## config.mk

```make
export PLATFORM = sky130hd
export DESIGN_NAME = smc_qbus_master_flat
export DESIGN_NICKNAME = d
export VERILOG_FILES = /design/src/rtl/smc_pkg.sv /design/src/rtl/smc_qbus_master_if.sv /design/src/rtl/smc_cmd_fifo.sv /design/src/rtl/smc_qbus_master.sv /design/src/flat_wrapper.sv
export SDC_FILE = /design/constraint.sdc
export NUM_CORES = 1
export LEC_CHECK = 0
export ABC_AREA = 1
export CAP_MARGIN = 20
export CELL_PAD_IN_SITES_DETAIL_PLACEMENT = 1
export CELL_PAD_IN_SITES_GLOBAL_PLACEMENT = 1
export CORE_ASPECT_RATIO = 1.5
export CORE_MARGIN = 10
export CORE_UTILIZATION = 37
export CTS_CLUSTER_DIAMETER = 200
export DETAILED_ROUTE_END_ITERATION = 8
export PLACE_DENSITY = 0.66
export SYNTH_ARGS = -nofsm -noshare
export SYNTH_HDL_FRONTEND = slang
export SYNTH_HIERARCHICAL = 1
export SYNTH_SLANG_ARGS = --single-unit
```

## constraint.sdc

```tcl
create_clock -name QCLK -period 6 [get_ports QCLK]
set_input_delay 1.5 -clock QCLK [delete_from_list [all_inputs] [get_ports QCLK]]
set_output_delay 1.5 -clock QCLK [all_outputs]
set_load 0.01 [all_outputs]
```

## src/rtl/smc_pkg.sv

```systemverilog
// ============================================================================
// Module : smc_pkg
// Brief  : SMC register map, address legality check and Q-bus master types.
// Rev    : 1.0
// ============================================================================
`default_nettype none

package smc_pkg;

    localparam logic [6:0] C_SMC_REG_CTRL   = 7'h00;
    localparam logic [6:0] C_SMC_REG_STAT   = 7'h02;
    localparam logic [6:0] C_SMC_REG_IRQ    = 7'h03;
    localparam logic [6:0] C_SMC_BANK8_LO   = 7'h10;
    localparam logic [6:0] C_SMC_BANK8_HI   = 7'h1B;
    localparam logic [6:0] C_SMC_BANK16_LO  = 7'h20;
    localparam logic [6:0] C_SMC_BANK16_HI  = 7'h36;

    typedef enum logic [2:0] {
        IDLE     = 3'd0,
        WR       = 3'd1,
        RD_ISSUE = 3'd2,
        RD_WAIT  = 3'd3,
        RESP     = 3'd4
    } qm_state_t;

    typedef struct packed {
        logic        write;
        logic [6:0]  addr;
        logic [15:0] wdata;
    } qm_cmd_t;

    // The 16-bit bank only decodes even addresses.
    function automatic logic smc_addr_legal(input logic [6:0] addr);
        logic ok;
        ok = (addr == C_SMC_REG_CTRL) || (addr == C_SMC_REG_STAT) || (addr == C_SMC_REG_IRQ);
        ok = ok || ((addr >= C_SMC_BANK8_LO) && (addr <= C_SMC_BANK8_HI));
        ok = ok || ((addr >= C_SMC_BANK16_LO) && (addr <= C_SMC_BANK16_HI) && !addr[0]);
        return ok;
    endfunction

endpackage

`default_nettype wire

```

## src/rtl/smc_qbus_master_if.sv

```systemverilog
// ============================================================================
// Module : smc_qbus_master_if
// Brief  : Command/response handshake and Q-bus signals of the SMC bus master.
// Rev    : 1.0
// ============================================================================
`default_nettype none

interface smc_qbus_master_if;
    logic        cmd_valid;
    logic        cmd_ready;
    logic        cmd_write;
    logic [6:0]  cmd_addr;
    logic [15:0] cmd_wdata;
    logic        rsp_valid;
    logic        rsp_ready;
    logic [15:0] rsp_rdata;
    logic        rsp_err;
    logic        QSEL;
    logic        QWRITE;
    logic [6:0]  QADDR;
    logic [15:0] QDATAIN;
    logic [15:0] QDATAOUT;

    modport master (
        input  cmd_valid, cmd_write, cmd_addr, cmd_wdata, rsp_ready, QDATAOUT,
        output cmd_ready, rsp_valid, rsp_rdata, rsp_err, QSEL, QWRITE, QADDR, QDATAIN
    );

    modport slave (
        output cmd_valid, cmd_write, cmd_addr, cmd_wdata, rsp_ready, QDATAOUT,
        input  cmd_ready, rsp_valid, rsp_rdata, rsp_err, QSEL, QWRITE, QADDR, QDATAIN
    );
endinterface

`default_nettype wire

```

## src/rtl/smc_cmd_fifo.sv

```systemverilog
// ============================================================================
// Module : smc_cmd_fifo
// Brief  : Synchronous command FIFO with full/empty flags, power-of-2 depth.
// Rev    : 1.0
// ============================================================================
`default_nettype none

module smc_cmd_fifo
    import smc_pkg::*;
#(
    parameter int CMD_DEPTH = 4
) (
    input  wire logic clk,
    input  wire logic rst_n,
    input  wire logic i_push,
    input  qm_cmd_t   i_data,
    input  wire logic i_pop,
    output qm_cmd_t   o_data,
    output logic      o_full,
    output logic      o_empty
);

    localparam int c_PTR_W = (CMD_DEPTH > 1) ? $clog2(CMD_DEPTH) : 1;
    localparam logic [c_PTR_W:0] c_FULL_CNT = CMD_DEPTH[c_PTR_W:0];

    qm_cmd_t            r_mem [CMD_DEPTH];
    logic [c_PTR_W-1:0] r_wr_ptr;
    logic [c_PTR_W-1:0] r_rd_ptr;
    logic [c_PTR_W:0]   r_count;
    logic               w_push;
    logic               w_pop;

    assign o_full  = (r_count == c_FULL_CNT);
    assign o_empty = (r_count == '0);
    assign w_push  = i_push & ~o_full;
    assign w_pop   = i_pop & ~o_empty;
    assign o_data  = r_mem[r_rd_ptr];

    // Pointers wrap naturally because the depth is a power of 2.
    always_ff @(posedge clk or negedge rst_n) begin
        if (!rst_n) begin
            r_wr_ptr <= '0;
            r_rd_ptr <= '0;
            r_count  <= '0;
        end else begin
            if (w_push) r_wr_ptr <= r_wr_ptr + 1'b1;
            if (w_pop)  r_rd_ptr <= r_rd_ptr + 1'b1;
            case ({w_push, w_pop})
                2'b10:   r_count <= r_count + 1'b1;
                2'b01:   r_count <= r_count - 1'b1;
                default: r_count <= r_count;
            endcase
        end
    end

    always_ff @(posedge clk) begin
        if (w_push) r_mem[r_wr_ptr] <= i_data;
    end

endmodule

`default_nettype wire

```

## src/rtl/smc_qbus_master.sv

```systemverilog
// ============================================================================
// Module : smc_qbus_master
// Brief  : Q-bus initiator: buffers register commands, runs one bus access at a
//          time and returns one response per command.
// Rev    : 1.0
// ============================================================================
`default_nettype none

module smc_qbus_master
    import smc_pkg::*;
#(
    parameter int CMD_DEPTH = 4
) (
    input  wire logic          QCLK,
    input  wire logic          QRESET_N,
    smc_qbus_master_if.master  bus
);

    qm_state_t   r_state;
    qm_state_t   w_state_nxt;
    qm_cmd_t     w_fifo_din;
    qm_cmd_t     w_fifo_head;
    qm_cmd_t     r_cmd;
    logic        r_cmd_vld;
    logic        w_fifo_full;
    logic        w_fifo_empty;
    logic        w_pop;
    logic        w_dispatch;
    logic        w_legal;
    logic        w_issue_wr;
    logic        w_issue_rd;
    logic        r_qsel;
    logic        r_qwrite;
    logic [6:0]  r_qaddr;
    logic [15:0] r_qdatain;
    logic        r_rsp_valid;
    logic        r_rsp_err;
    logic [15:0] r_rsp_rdata;

    assign w_fifo_din = '{write: bus.cmd_write, addr: bus.cmd_addr, wdata: bus.cmd_wdata};

    smc_cmd_fifo #(
        .CMD_DEPTH (CMD_DEPTH)
    ) u_cmd_fifo (
        .clk     (QCLK),
        .rst_n   (QRESET_N),
        .i_push  (bus.cmd_valid),
        .i_data  (w_fifo_din),
        .i_pop   (w_pop),
        .o_data  (w_fifo_head),
        .o_full  (w_fifo_full),
        .o_empty (w_fifo_empty)
    );

    // The head entry is staged in r_cmd for one IDLE cycle before dispatch,
    // which places the bus access two cycles after the accept edge.
    assign w_pop      = (r_state == IDLE) & ~r_cmd_vld & ~w_fifo_empty;
    assign w_dispatch = (r_state == IDLE) & r_cmd_vld;
    assign w_legal    = smc_addr_legal(r_cmd.addr);
    assign w_issue_wr = (w_state_nxt == WR);
    assign w_issue_rd = (w_state_nxt == RD_ISSUE);

    always_comb begin
        w_state_nxt = r_state;
        case (r_state)
            IDLE: begin
                if (r_cmd_vld) begin
                    if (!w_legal)         w_state_nxt = RESP;
                    else if (r_cmd.write) w_state_nxt = WR;
                    else                  w_state_nxt = RD_ISSUE;
                end
            end
            WR:       w_state_nxt = RESP;
            RD_ISSUE: w_state_nxt = RD_WAIT;
            RD_WAIT:  w_state_nxt = RESP;
            RESP:     if (bus.rsp_ready) w_state_nxt = IDLE;
            default:  w_state_nxt = IDLE;
        endcase
    end

    always_ff @(posedge QCLK or negedge QRESET_N) begin
        if (!QRESET_N) begin
            r_state     <= IDLE;
            r_cmd       <= '0;
            r_cmd_vld   <= 1'b0;
            r_qsel      <= 1'b0;
            r_qwrite    <= 1'b0;
            r_qaddr     <= '0;
            r_qdatain   <= '0;
            r_rsp_valid <= 1'b0;
            r_rsp_err   <= 1'b0;
            r_rsp_rdata <= '0;
        end else begin
            r_state <= w_state_nxt;

            if (w_pop) begin
                r_cmd     <= w_fifo_head;
                r_cmd_vld <= 1'b1;
            end else if (w_dispatch) begin
                r_cmd_vld <= 1'b0;
            end

            r_qsel    <= w_issue_wr | w_issue_rd;
            r_qwrite  <= w_issue_wr;
            r_qaddr   <= (w_issue_wr | w_issue_rd) ? r_cmd.addr : '0;
            r_qdatain <= w_issue_wr ? r_cmd.wdata : '0;

            // QDATAOUT is registered in the responder, so it is valid while in RD_WAIT.
            if (w_dispatch && !w_legal) begin
                r_rsp_valid <= 1'b1;
                r_rsp_err   <= 1'b1;
                r_rsp_rdata <= '0;
            end else if (r_state == WR) begin
                r_rsp_valid <= 1'b1;
                r_rsp_err   <= 1'b0;
                r_rsp_rdata <= '0;
            end else if (r_state == RD_WAIT) begin
                r_rsp_valid <= 1'b1;
                r_rsp_err   <= 1'b0;
                r_rsp_rdata <= bus.QDATAOUT;
            end else if ((r_state == RESP) && bus.rsp_ready) begin
                r_rsp_valid <= 1'b0;
                r_rsp_err   <= 1'b0;
                r_rsp_rdata <= '0;
            end
        end
    end

    assign bus.cmd_ready = ~w_fifo_full;
    assign bus.rsp_valid = r_rsp_valid;
    assign bus.rsp_err   = r_rsp_err;
    assign bus.rsp_rdata = r_rsp_rdata;
    assign bus.QSEL      = r_qsel;
    assign bus.QWRITE    = r_qwrite;
    assign bus.QADDR     = r_qaddr;
    assign bus.QDATAIN   = r_qdatain;

endmodule

`default_nettype wire

```

## src/flat_wrapper.sv

```systemverilog
// flat-port wrapper written by rule: the top's interface ports become plain ports
module smc_qbus_master_flat import smc_pkg::*;
#(
    parameter int CMD_DEPTH = 4
)
  (QCLK, QRESET_N, bus_cmd_valid, bus_cmd_write, bus_cmd_addr, bus_cmd_wdata, bus_rsp_ready, bus_QDATAOUT, bus_cmd_ready, bus_rsp_valid, bus_rsp_rdata, bus_rsp_err, bus_QSEL, bus_QWRITE, bus_QADDR, bus_QDATAIN);
  smc_qbus_master_if bus_i ();
  input  wire logic QCLK;
  input  wire logic QRESET_N;
  input wire logic [$bits(bus_i.cmd_valid)-1:0] bus_cmd_valid;
  input wire logic [$bits(bus_i.cmd_write)-1:0] bus_cmd_write;
  input wire logic [$bits(bus_i.cmd_addr)-1:0] bus_cmd_addr;
  input wire logic [$bits(bus_i.cmd_wdata)-1:0] bus_cmd_wdata;
  input wire logic [$bits(bus_i.rsp_ready)-1:0] bus_rsp_ready;
  input wire logic [$bits(bus_i.QDATAOUT)-1:0] bus_QDATAOUT;
  output wire logic [$bits(bus_i.cmd_ready)-1:0] bus_cmd_ready;
  output wire logic [$bits(bus_i.rsp_valid)-1:0] bus_rsp_valid;
  output wire logic [$bits(bus_i.rsp_rdata)-1:0] bus_rsp_rdata;
  output wire logic [$bits(bus_i.rsp_err)-1:0] bus_rsp_err;
  output wire logic [$bits(bus_i.QSEL)-1:0] bus_QSEL;
  output wire logic [$bits(bus_i.QWRITE)-1:0] bus_QWRITE;
  output wire logic [$bits(bus_i.QADDR)-1:0] bus_QADDR;
  output wire logic [$bits(bus_i.QDATAIN)-1:0] bus_QDATAIN;
  assign bus_i.cmd_valid = bus_cmd_valid;
  assign bus_i.cmd_write = bus_cmd_write;
  assign bus_i.cmd_addr = bus_cmd_addr;
  assign bus_i.cmd_wdata = bus_cmd_wdata;
  assign bus_i.rsp_ready = bus_rsp_ready;
  assign bus_i.QDATAOUT = bus_QDATAOUT;
  assign bus_cmd_ready = bus_i.cmd_ready;
  assign bus_rsp_valid = bus_i.rsp_valid;
  assign bus_rsp_rdata = bus_i.rsp_rdata;
  assign bus_rsp_err = bus_i.rsp_err;
  assign bus_QSEL = bus_i.QSEL;
  assign bus_QWRITE = bus_i.QWRITE;
  assign bus_QADDR = bus_i.QADDR;
  assign bus_QDATAIN = bus_i.QDATAIN;
  smc_qbus_master #(.CMD_DEPTH(CMD_DEPTH)) u_core (.QCLK(QCLK), .QRESET_N(QRESET_N), .bus(bus_i));
endmodule
```

* After elaboration in Yosys (flattened, before gate mapping) *
Memory sizes are Yosys's and may differ from the RTL's. A register that Yosys moved wholly into a read port is not among the register bits.
Cells that the tools add are included.

operators by class
  bitwise operators = 9
  equal/unequal tests = 11
  mux-type cells = 23
  $lt $le $gt $ge = 4
  add/subtract/negate cells = 4
  reduce and logical (&&, ||, !) cells = 19

operators by type and width
  operator             count
  $mux 16              5
  $eq 7x2->1 const B   2
  $pmux 3 s4           1
  $mux 1               11
  $eq 3x2->1 const B   3
  $mux 3               3
  $ge 7x5->1 const B   1
  $ge 7x6->1 const B   1
  $le 7x5->1 const B   1
  $le 7x6->1 const B   1
  $logic_not 7->1      1
  $mux 7               1
  $eq 3x1->1 const B   2
  $eq 3x3->1 const B   2
  $logic_not 3->1      2
  $pmux 3 s2           1
  $and 1x1->1          5
  $logic_and 1x1->1    5
  $add 2x1->2 const B  2
  $logic_or 1x1->1     4
  $reduce_bool 2->1    2
  $reduce_bool 4->1    1
  $add 3x1->3 const B  1
  $logic_not 1->1      3
  other kinds (7)      9

storage, ports and cells
  flip-flop bits (word level) = 54
  output and inout bits = 44
  memories = 1
  memory bits (writable) = 96
  input port bits = 44
  word-level logic and storage cells = 83

memory list
  memory                   depth  bits a word  rd ports  clocked after Yosys merged registers in  wr ports  RTL line            text
  u_core.u_cmd_fifo.r_mem  4      24           1         1                                        1         smc_cmd_fifo.sv:26  qm_cmd_t r_mem [CMD_DEPTH];

* Depth between registers and ports, before layout *
Gate-level depths: netlist of run 1.

  word-level depth = 11
  mapped depth = 15
  mapped depth without buffers = 14

* Modules after synthesis *
Netlist of run 1, hierarchy kept.

modules (own cells, without submodules)
  module           cells an instance  seq. area each (um^2)  times used  area an instance (um^2)
  smc_cmd_fifo     341                3057.9                 1           4345.4
  smc_qbus_master  266                1776.7                 1           2757.6

* Least setup slack after synthesis of run 1 *
Ideal clock, no wire load.

  path kind = input -> register
  from = in bus_cmd_valid
  to = mem u_core/u_cmd_fifo/r_mem[0][0] (netlist bit), enable pin
  slack = 2921 ps
  path buffers = 0
  stages on the path = 2
  library setup time = 405 ps
  data required time = 5595 ps
  arrival time = 2674 ps
  cell sequence = nand2_1 -> nor2_1

between the ends
  longest elaborated chain between the ends = 3

RTL lines
  what                          RTL line            text
  start: declaration            flat_wrapper.sv:10  input wire logic [$bits(bus_i.cmd_valid)-1:0] bus_cmd_valid;
  $and 1x1->1                   smc_cmd_fifo.sv:35  assign w_push = i_push & ~o_full;
  $mux 1                        smc_cmd_fifo.sv:57  if (w_push) r_mem[r_wr_ptr] <= i_data;
  $mux 1 (implied by the code)  smc_cmd_fifo.sv:57
  end: declaration              smc_cmd_fifo.sv:26

Every way passes these cells.

* Final worst setup path of run 1 *
  from = reg u_core.u_cmd_fifo.r_count[0]
  to = out bus_cmd_ready

between the ends
  longest elaborated chain between the ends = 2

RTL lines
  what                      RTL line                text
  start: declaration        smc_cmd_fifo.sv:29      logic [c_PTR_W:0] r_count;
  start signal: assignment  smc_cmd_fifo.sv:49      2'b10: r_count <= r_count + 1'b1;
  start signal: assignment  smc_cmd_fifo.sv:50      2'b01: r_count <= r_count - 1'b1;
  start signal: assignment  smc_cmd_fifo.sv:51      default: r_count <= r_count;
  $eq 3x3->1                smc_cmd_fifo.sv:33      assign o_full = (r_count == c_FULL_CNT);
  net u_core.w_fifo_full    smc_qbus_master.sv:25   logic w_fifo_full;
  $not 1->1                 smc_qbus_master.sv:129  assign bus.cmd_ready = ~w_fifo_full;
  end: declaration          flat_wrapper.sv:16      output wire logic [$bits(bus_i.cmd_ready)-1:0] bus_cmd_ready;

The timed path passes the listed nets, and every way through them passes these cells.

==> metrics.md, run 1 <==
| Metric | Value |
|---|---|
| Mapped Nets | `657` |
| ANT cells | `0` |
| Vias in the first global route | `roughly 4800` |
| Core area | `between 15000 and 20000 um^2` |
| Clk slew on worst S/H paths | `0.06 ns` |
| Syn Area/Cell | `11.7 um^2` |
| CTS Buf Count | `17` |
| Distinct cells, synth | `29` |
| Hold/Removal Path Class | `flop to flop` |
| Clock skew | `0.0121 ns` |
| Final core utilization | `about 46%` |
| Layout cells sized above 1 | `11.7%` |
| First-pass GRT wire length | `25200 um` |
| Synth Warn # | `6` |
| Clock Sinks | `around 170` |
| I/O pin count | `88` |
| Mapped Area | `between 7000 and 8000 um^2` |
| Slew Limit Fails | `0` |
| Max frequency | `318 MHz` |
| Fin nets | `roughly 740` |
| Die Wd | `roughly 130 um` |
| Overflow after GRT | `0` |
| Leak Pwr | `3.82 nW` |
| Via-per-instance ratio | `about 4.7` |
| DRC violations left | `0` |
| Final Cycle Share | `a little over half` |
| Initial antenna violation count | `0` |
| Slew margin rel. | `26.5%` |
| Final setup vio count | `0` |
| Pwr per Cell Area | `~460 nW/um^2` |
| Critical Path Fanout Max | `4` |
| Antenna-violating nets left | `0` |
| Nature of the critical path endpoint | `primary output` |
| Setup bufs post-CTS | `0` |
| Tmin final | `between 3 and 4 ns` |
| Initial Utilization | `a little under two fifths` |
| Sequential element share of the synthesized area | `68.1%` |
| Area grow syn2layout | `23.9%` |
| Largest net degree at the start of global routing | `79` |
| Critical path startpoint category | `flop` |
| Final Hold Vio Count | `0` |
| Detailed Route WL | `between 15000 and 20000 um` |
| Fillcell total | `about 2000` |
| Worst EP required | `around 4.5 ns` |
| RSZ-0062 raised after global routing | `no` |
| H-tree level count | `4` |
| Synthesized instance count | `about 610` |
| Hpwl dp | `10600 um` |
| 1st-iter DRT viols | `197` |
| Gpl congestion | `approximately 0.76` |
| TNS Setup | `0 ns` |
| I/O Buffers | `87` |
| Clock Tree Root | `clkbuf_16` |
| Clock latency on the worst-skew pair | `roughly 0.42 ns` |
| Routed length per instance | `between 15 and 20 um` |
| Vias | `~4500` |
| Hold-fix buffers, CTS | `0` |
| Crit Path Class | `flop to primary output` |
| GRT Util Overall | `about an eighth` |
| CTS resizes | `0` |
| WP data arrival | `1.64 ns` |
| Die area | `about 25000 um^2` |
| Status | `finished clean` |
| Pre-antenna DRT Iters | `4` |
| Max IR drop VDD | `about 250 uV` |
| Max Cap Viol | `0` |
| CTS tree | `done` |
| Worst slew pin tran | `approximately 1.1 ns` |
| Number of cell rows | `62` |
| Die height | `about 190 um` |
| #FFs+latches synth | `around 170` |
| Clk buf depth | `2` |
## per-stage QoR
| step | cell area, um^2 | worst slack [ns] | std cells | hold WS [ns] | power [mW] |
|---|---|---|---|---|---|
| global placement | 8190 | 2.76 | 930 | 0.476 | 2.95 |
| global route | 8800 | 2.76 | 963 | 0.527 | 4.36 |
| floorplan | 7100 | 2.92 | 607 | 0.457 | 2.62 |
| finish | 8800 | 2.86 | 963 | 0.495 | 4.07 |
| detailed placement | 8190 | 2.63 | 930 | 0.481 | 3.04 |
| CTS | 8790 | 2.82 | 962 | 0.497 | 4.14 |
## power breakdown
part           switching, mW  total [mW]  internal (mW)  leakage, nW
Combinational          0.844        1.27          0.430         1.62
Clock                  0.434        1.09          0.656        0.294
Sequential             0.142        1.71           1.57         1.90
Total                   1.42        4.07           2.65         3.82
## cell usage in the layout, fill, tap and decap left out
master / n
nand2_1: 158
edfxtp_1: 96
inv_1: 89
clkdlybuf4s50_1: 86
dfrtp_1: 78
o211ai_1: 29
o21ai_0: 27
clkbuf_16: 19
o211ai_2: 19
nor2_1: 18
nand4_1: 18
nand3_1: 11
nor2_4: 10
buf_4: 8
inv_2: 6
ha_1: 5
nor2_2: 4
clkbuf_8: 3
clkbuf_1: 3
clkinv_4: 2
clkinv_2: 2
nand2_4: 2
nor2_8: 2
bufinv_16: 1
inv_6: 1
clkinvlp_4: 1
nand3_2: 1
clkinv_1: 1
nand3b_1: 1
inv_4: 1
nor3_4: 1
o21bai_1: 1
conb_1: 1
xnor2_1: 1
fa_1: 1
## cells in the mapped netlist, drive strengths merged
library cell  number  area share (%)
clkbuf             1           0.053
o211ai            48             6.4
xnor2              1            0.12
nand3b             1            0.11
ha                 5            0.88
o21ai             27             1.9
nand2            160             8.7
nor3               1            0.14
fa                 1            0.28
o21bai             1            0.11
nand3             12            0.92
nand4             18             1.6
dfrtp             78              27
inv               96             5.1
conb               1           0.053
edfxtp            96              41
buf               25             2.2
nor2              34             3.3
clkinv             1           0.053
## area by class of cell
type	instances	area, um^2	area share [%]
clock inverters	7	73.8	0.839
flip-flops and latches	174	4830	54.9
clock buffers	25	528	6.00
well taps	256	320	3.64
multi-input cells	310	1760	19.9
inverters	97	367	4.17
repair buffers	94	921	10.5
## final timing paths
kind / from / end / slack (ns) / cells after the start
setup / recovery: u_core/u_cmd_fifo/r_count[0]$_DFFE_PN0P_ / bus_cmd_ready / 2.86 / 5
hold / removal: u_core/r_cmd[15]$_DFFE_PN0P_ / u_core/bus.QDATAIN[15]$_DFF_PN0_ / 0.49 / 2
max in group asynchronous: QRESET_N / u_core/bus.rsp_rdata[7]$_DFFE_PN0P_ / 4.13 / 1
setup reg to reg: u_core/u_cmd_fifo/r_count[2]$_DFFE_PN0P_ / u_core/u_cmd_fifo/r_count[2]$_DFFE_PN0P_ / 3.35 / 14
hold reg to reg: u_core/r_cmd[15]$_DFFE_PN0P_ / u_core/bus.QDATAIN[15]$_DFF_PN0_ / 0.49 / 2
min in group asynchronous: QRESET_N / u_core/u_cmd_fifo/r_count[1]$_DFFE_PN0P_ / 1.23 / 1
## metal layers
metal | share of wire [%] | routed length (um) | up-vias | track usage (%)
met1 | 45 | 6840 | 2228 | 14.8
met5 | 0 | 0 | - | 0
met4 | 1.1 | 172 | 0 | 3.53
met3 | 3.5 | 538 | 14 | 3.46
li1 | - | - | 2173 | -
met2 | 51 | 7790 | 90 | 21.5
## state kept, by name (all words and copies together) (netlist names)
| signal | count |
|---|---|
| u_core/bus.QADDR | 7 |
| u_core/bus.QDATAIN | 16 |
| u_core/bus.QSEL | 1 |
| u_core/bus.QWRITE | 1 |
| u_core/bus.rsp_err | 1 |
| u_core/bus.rsp_rdata | 16 |
| u_core/bus.rsp_valid | 1 |
| u_core/r_cmd | 24 |
| u_core/r_cmd_vld | 1 |
| u_core/r_state | 3 |
| u_core/u_cmd_fifo/r_count | 3 |
| u_core/u_cmd_fifo/r_mem | 96 |
| u_core/u_cmd_fifo/r_rd_ptr | 2 |
| u_core/u_cmd_fifo/r_wr_ptr | 2 |
## worst max-delay path, stage by stage (launching register included)
cell and delay (ns):
dfrtp_1 0.40, inv_2 0.09, nand3_1 0.14, inv_1 0.08
inv_1 0.04, clkdlybuf4s50_1 0.46
## kinds of logic (layout without fill, tap and decap cells)
logic type / Yosys count / count (layout) / share of synthesized area [%]
compound gates: 76 / 76 / 8.42
xor+xnor: 1 / 1 / 0.123
fa+ha+maj: 6 / 6 / 1.16
buf+inv: 123 / 223 / 7.45
flops: 174 / 174 / 68.1
other cells: 1 / 1 / 0.0528
simple gates: 226 / 226 / 14.7
Note: power is estimated with default switching activity, not from simulation.
==> inputs of run 2 (changes only) <==
--- a/config.mk
+++ b/config.mk
@@ -14,7 +14,7 @@
 export CORE_UTILIZATION = 37
 export CTS_CLUSTER_DIAMETER = 200
 export DETAILED_ROUTE_END_ITERATION = 8
-export PLACE_DENSITY = 0.66
+export PLACE_DENSITY = 0.69
 export SYNTH_ARGS = -nofsm -noshare
 export SYNTH_HDL_FRONTEND = slang
 export SYNTH_HIERARCHICAL = 1
==> constraint.sdc (replaced) <==
create_clock -name QCLK -period 2.75 [get_ports QCLK]
set_input_delay 0.6875 -clock QCLK [delete_from_list [all_inputs] [get_ports QCLK]]
set_output_delay 0.6875 -clock QCLK [all_outputs]
set_load 0.01 [all_outputs]
==> run 2 against run 1 <==
Effect of this change: clock skew shrank 0.0054 ns; sequential cell count is the same; highest routed layer unchanged; non-clock buffer count grew 4; worst hold slack lost 0.28 ns; count of clock-buffer cells in the layout shrank 8; wire length shrank 1.1%; critical endpoint unchanged; sequential share of layout area shrank 0.094 points.
==> metrics.md, run 2 (same netlist as run 1, synthesis figures left out) <==
| Metric | Value |
|---|---|
| Tmin final | `2.34 ns` |
| Fillcell total | `between 2000 and 2500` |
| Worst slew pin tran | `roughly 0.96 ns` |
| ANT cells | `0` |
| Final worst slack | `~0.41 ns` |
| Critical Path Most Common Cell | `inv_1` |
| Final Cycle Share | `85.0%` |
| Max Cap Viol | `0` |
| Via-per-instance ratio | `4.60` |
| Clock Tree Root | `clkbuf_16` |
| Crit Path Class | `flop to primary output` |
| Antenna-violating nets left | `0` |
| I/O Buffers | `87` |
| Max frequency | `~430 MHz` |
| Reg2reg start | `u_core/u_cmd_fifo/r_count[2]$_DFFE_PN0P_` |
| I/O pin count | `88` |
| Vias in the first global route | `4907` |
| RSZ-0062 raised after global routing | `no` |
| Vias | `approximately 4500` |
| CTS Buf Count | `17` |
| Largest net degree at the start of global routing | `58` |
| Final Hold Vio Count | `0` |
| Nature of the critical path endpoint | `primary output` |
| Pre-antenna DRT Iters | `6` |
| Hold/Removal Path Class | `input pin to asynchronous set/reset pin` |
| Worst EP required | `a little over 2 ns` |
| Leak Pwr | `about 3.8 nW` |
| Max incr delay on CP | `approximately 0.47 ns` |
| First-pass GRT wire length | `between 20000 and 30000 um` |
| Status | `finished clean` |
| Fin nets | `748` |
| Worst path cell trace | `inv_2 > nand3_1 > inv_1 > inv_1 > clkdlybuf4s50_1` |
| Routed length per instance | `15.7 um` |
| Worst hold slack | `0.211 ns` |
| GRT Util Overall | `between 10% and 20%` |
| Most flops, register | `u_core/u_cmd_fifo/r_mem` |
| Detailed Route WL | `15200 um` |
| CTS resizes | `0` |
| Max IR drop VDD | `around 430 uV` |
| Overflow after GRT | `0` |
| Die Wd | `between 100 and 150 um` |
| Clock skew | `roughly 0.0067 ns` |
| CP max-delay cell | `clkdlybuf4s50_1` |
| TNS Setup | `0 ns` |
| Area grow syn2layout | `24.1%` |
| Register Area | `between 4000 and 5000 um^2` |
| Core area | `19000 um^2` |
| Setup WS pre-CTS | `0.380 ns` |
| Largest registers | `u_core/u_cmd_fifo/r_mem (96), u_core/r_cmd (24)` |
| Max reg flops | `between 90 and 100` |
| H-tree level count | `4` |
| Pwr per Cell Area | `roughly 1000 nW/um^2` |
| Clock latency on the worst-skew pair | `0.42 ns` |
| Critical path startpoint category | `flop` |
| Commonest non-fill, non-tap cell in the layout | `nand2_1` |
| Number of cell rows | `slightly above 60` |
| Critical Path Fanout Max | `4` |
| CTS tree | `done` |
| Clk buf depth | `2` |
| Clk slew on worst S/H paths | `about 0.07 ns` |
| Final setup vio count | `0` |
| 1st-iter DRT viols | `203` |
| Die height | `~190 um` |
| Setup bufs post-CTS | `0` |
| Hpwl dp | `around 11000 um` |
| Slew Limit Fails | `0` |
| Hold-fix buffers, CTS | `0` |
| Die area | `between 20000 and 30000 um^2` |
| Initial antenna violation count | `0` |
| Gpl congestion | `0.744` |
| Area occupied by multi-input gates | `1760 um^2` |
| Initial Utilization | `between 30% and 40%` |
| CP Launch Point | `u_core/u_cmd_fifo/r_count[1]$_DFFE_PN0P_` |
| DRC violations left | `0` |
| Most frequent cells in the layout | `158 x nand2_1, 96 x edfxtp_1, 89 x inv_1` |
| WP data arrival | `about 1.7 ns` |
| Layout cells sized above 1 | `12.5%` |
| Slew margin rel. | `35.9%` |
| Clock Sinks | `approximately 170` |
## run 2: changes by cell type in the layout (fill, tap and decap cells not counted)
cell        previous run  this run
clkinv_2               2         0
clkinv_8               0         1
clkinv_1               1         2
clkbuf_8               3         0
buf_4                  8        11
inv_8                  0         7
bufinv_16              1         0
inv_6                  1         2
clkbuf_16             19        17
clkbuf_1               3         0
buf_12                 0         1
clkinvlp_4             1         2
## run 2: power breakdown
group / leakage (nW) / switching, mW / internal, mW / total, mW
combinational: 1.64 / 1.92 / 0.973 / 2.89
clock: 0.278 / 1.09 / 1.21 / 2.30
sequential: 1.90 / 0.254 / 3.42 / 3.67
total: 3.83 / 3.26 / 5.60 / 8.86
## run 2: routing by layer
layer	track usage, %	vias up	part of all wire [%]
met5	0	-	0
met4	5.21	0	1.8
met3	2.46	20	3.1
met2	22.3	85	53
met1	14.2	2171	42
li1	-	2174	-
## run 2: worst paths after layout
kind | cells after the start | slack (ns) | to
worst max register to register | 13 | 0.52 | u_core/u_cmd_fifo/r_count[2]$_DFFE_PN0P_
worst min-delay path | 1 | 0.21 | u_core/r_state[1]$_DFF_PN0_
max in group asynchronous | 2 | 1.88 | u_core/bus.rsp_rdata[8]$_DFFE_PN0P_
worst max-delay path | 5 | 0.41 | bus_cmd_ready
worst min register to register | 2 | 0.50 | u_core/bus.QDATAIN[3]$_DFF_PN0_
min in group QCLK | 2 | 0.50 | u_core/bus.QDATAIN[3]$_DFF_PN0_
## run 2: final cells by class
type                       count  area share, %
clock buffer                  17           4.83
timing repair buffer          98           10.9
tap                          256           3.63
clock inverter                15           1.69
inverter                      97           4.16
multi-input combinational    310           19.9
sequential                   174           54.8
## run 2: worst max-delay path: cells and delay by family (launching register included)
family	cells	cell delay [ns]
buf+inv	4	0.67
flops	1	0.40
simple gates	1	0.15
## run 2: per-stage QoR
stage | power [mW] | area [um^2] | util [%] | instances
after CTS | 9.01 | 8810 | 46.4 | 967
after detailed placement | 6.64 | 8240 | 43.4 | 935
final | 8.86 | 8810 | 46.4 | 967
after floorplan | 5.72 | 7100 | - | 607
after global placement | 6.46 | 8240 | 43.4 | 935
after global routing | 9.48 | 8810 | 46.4 | 967
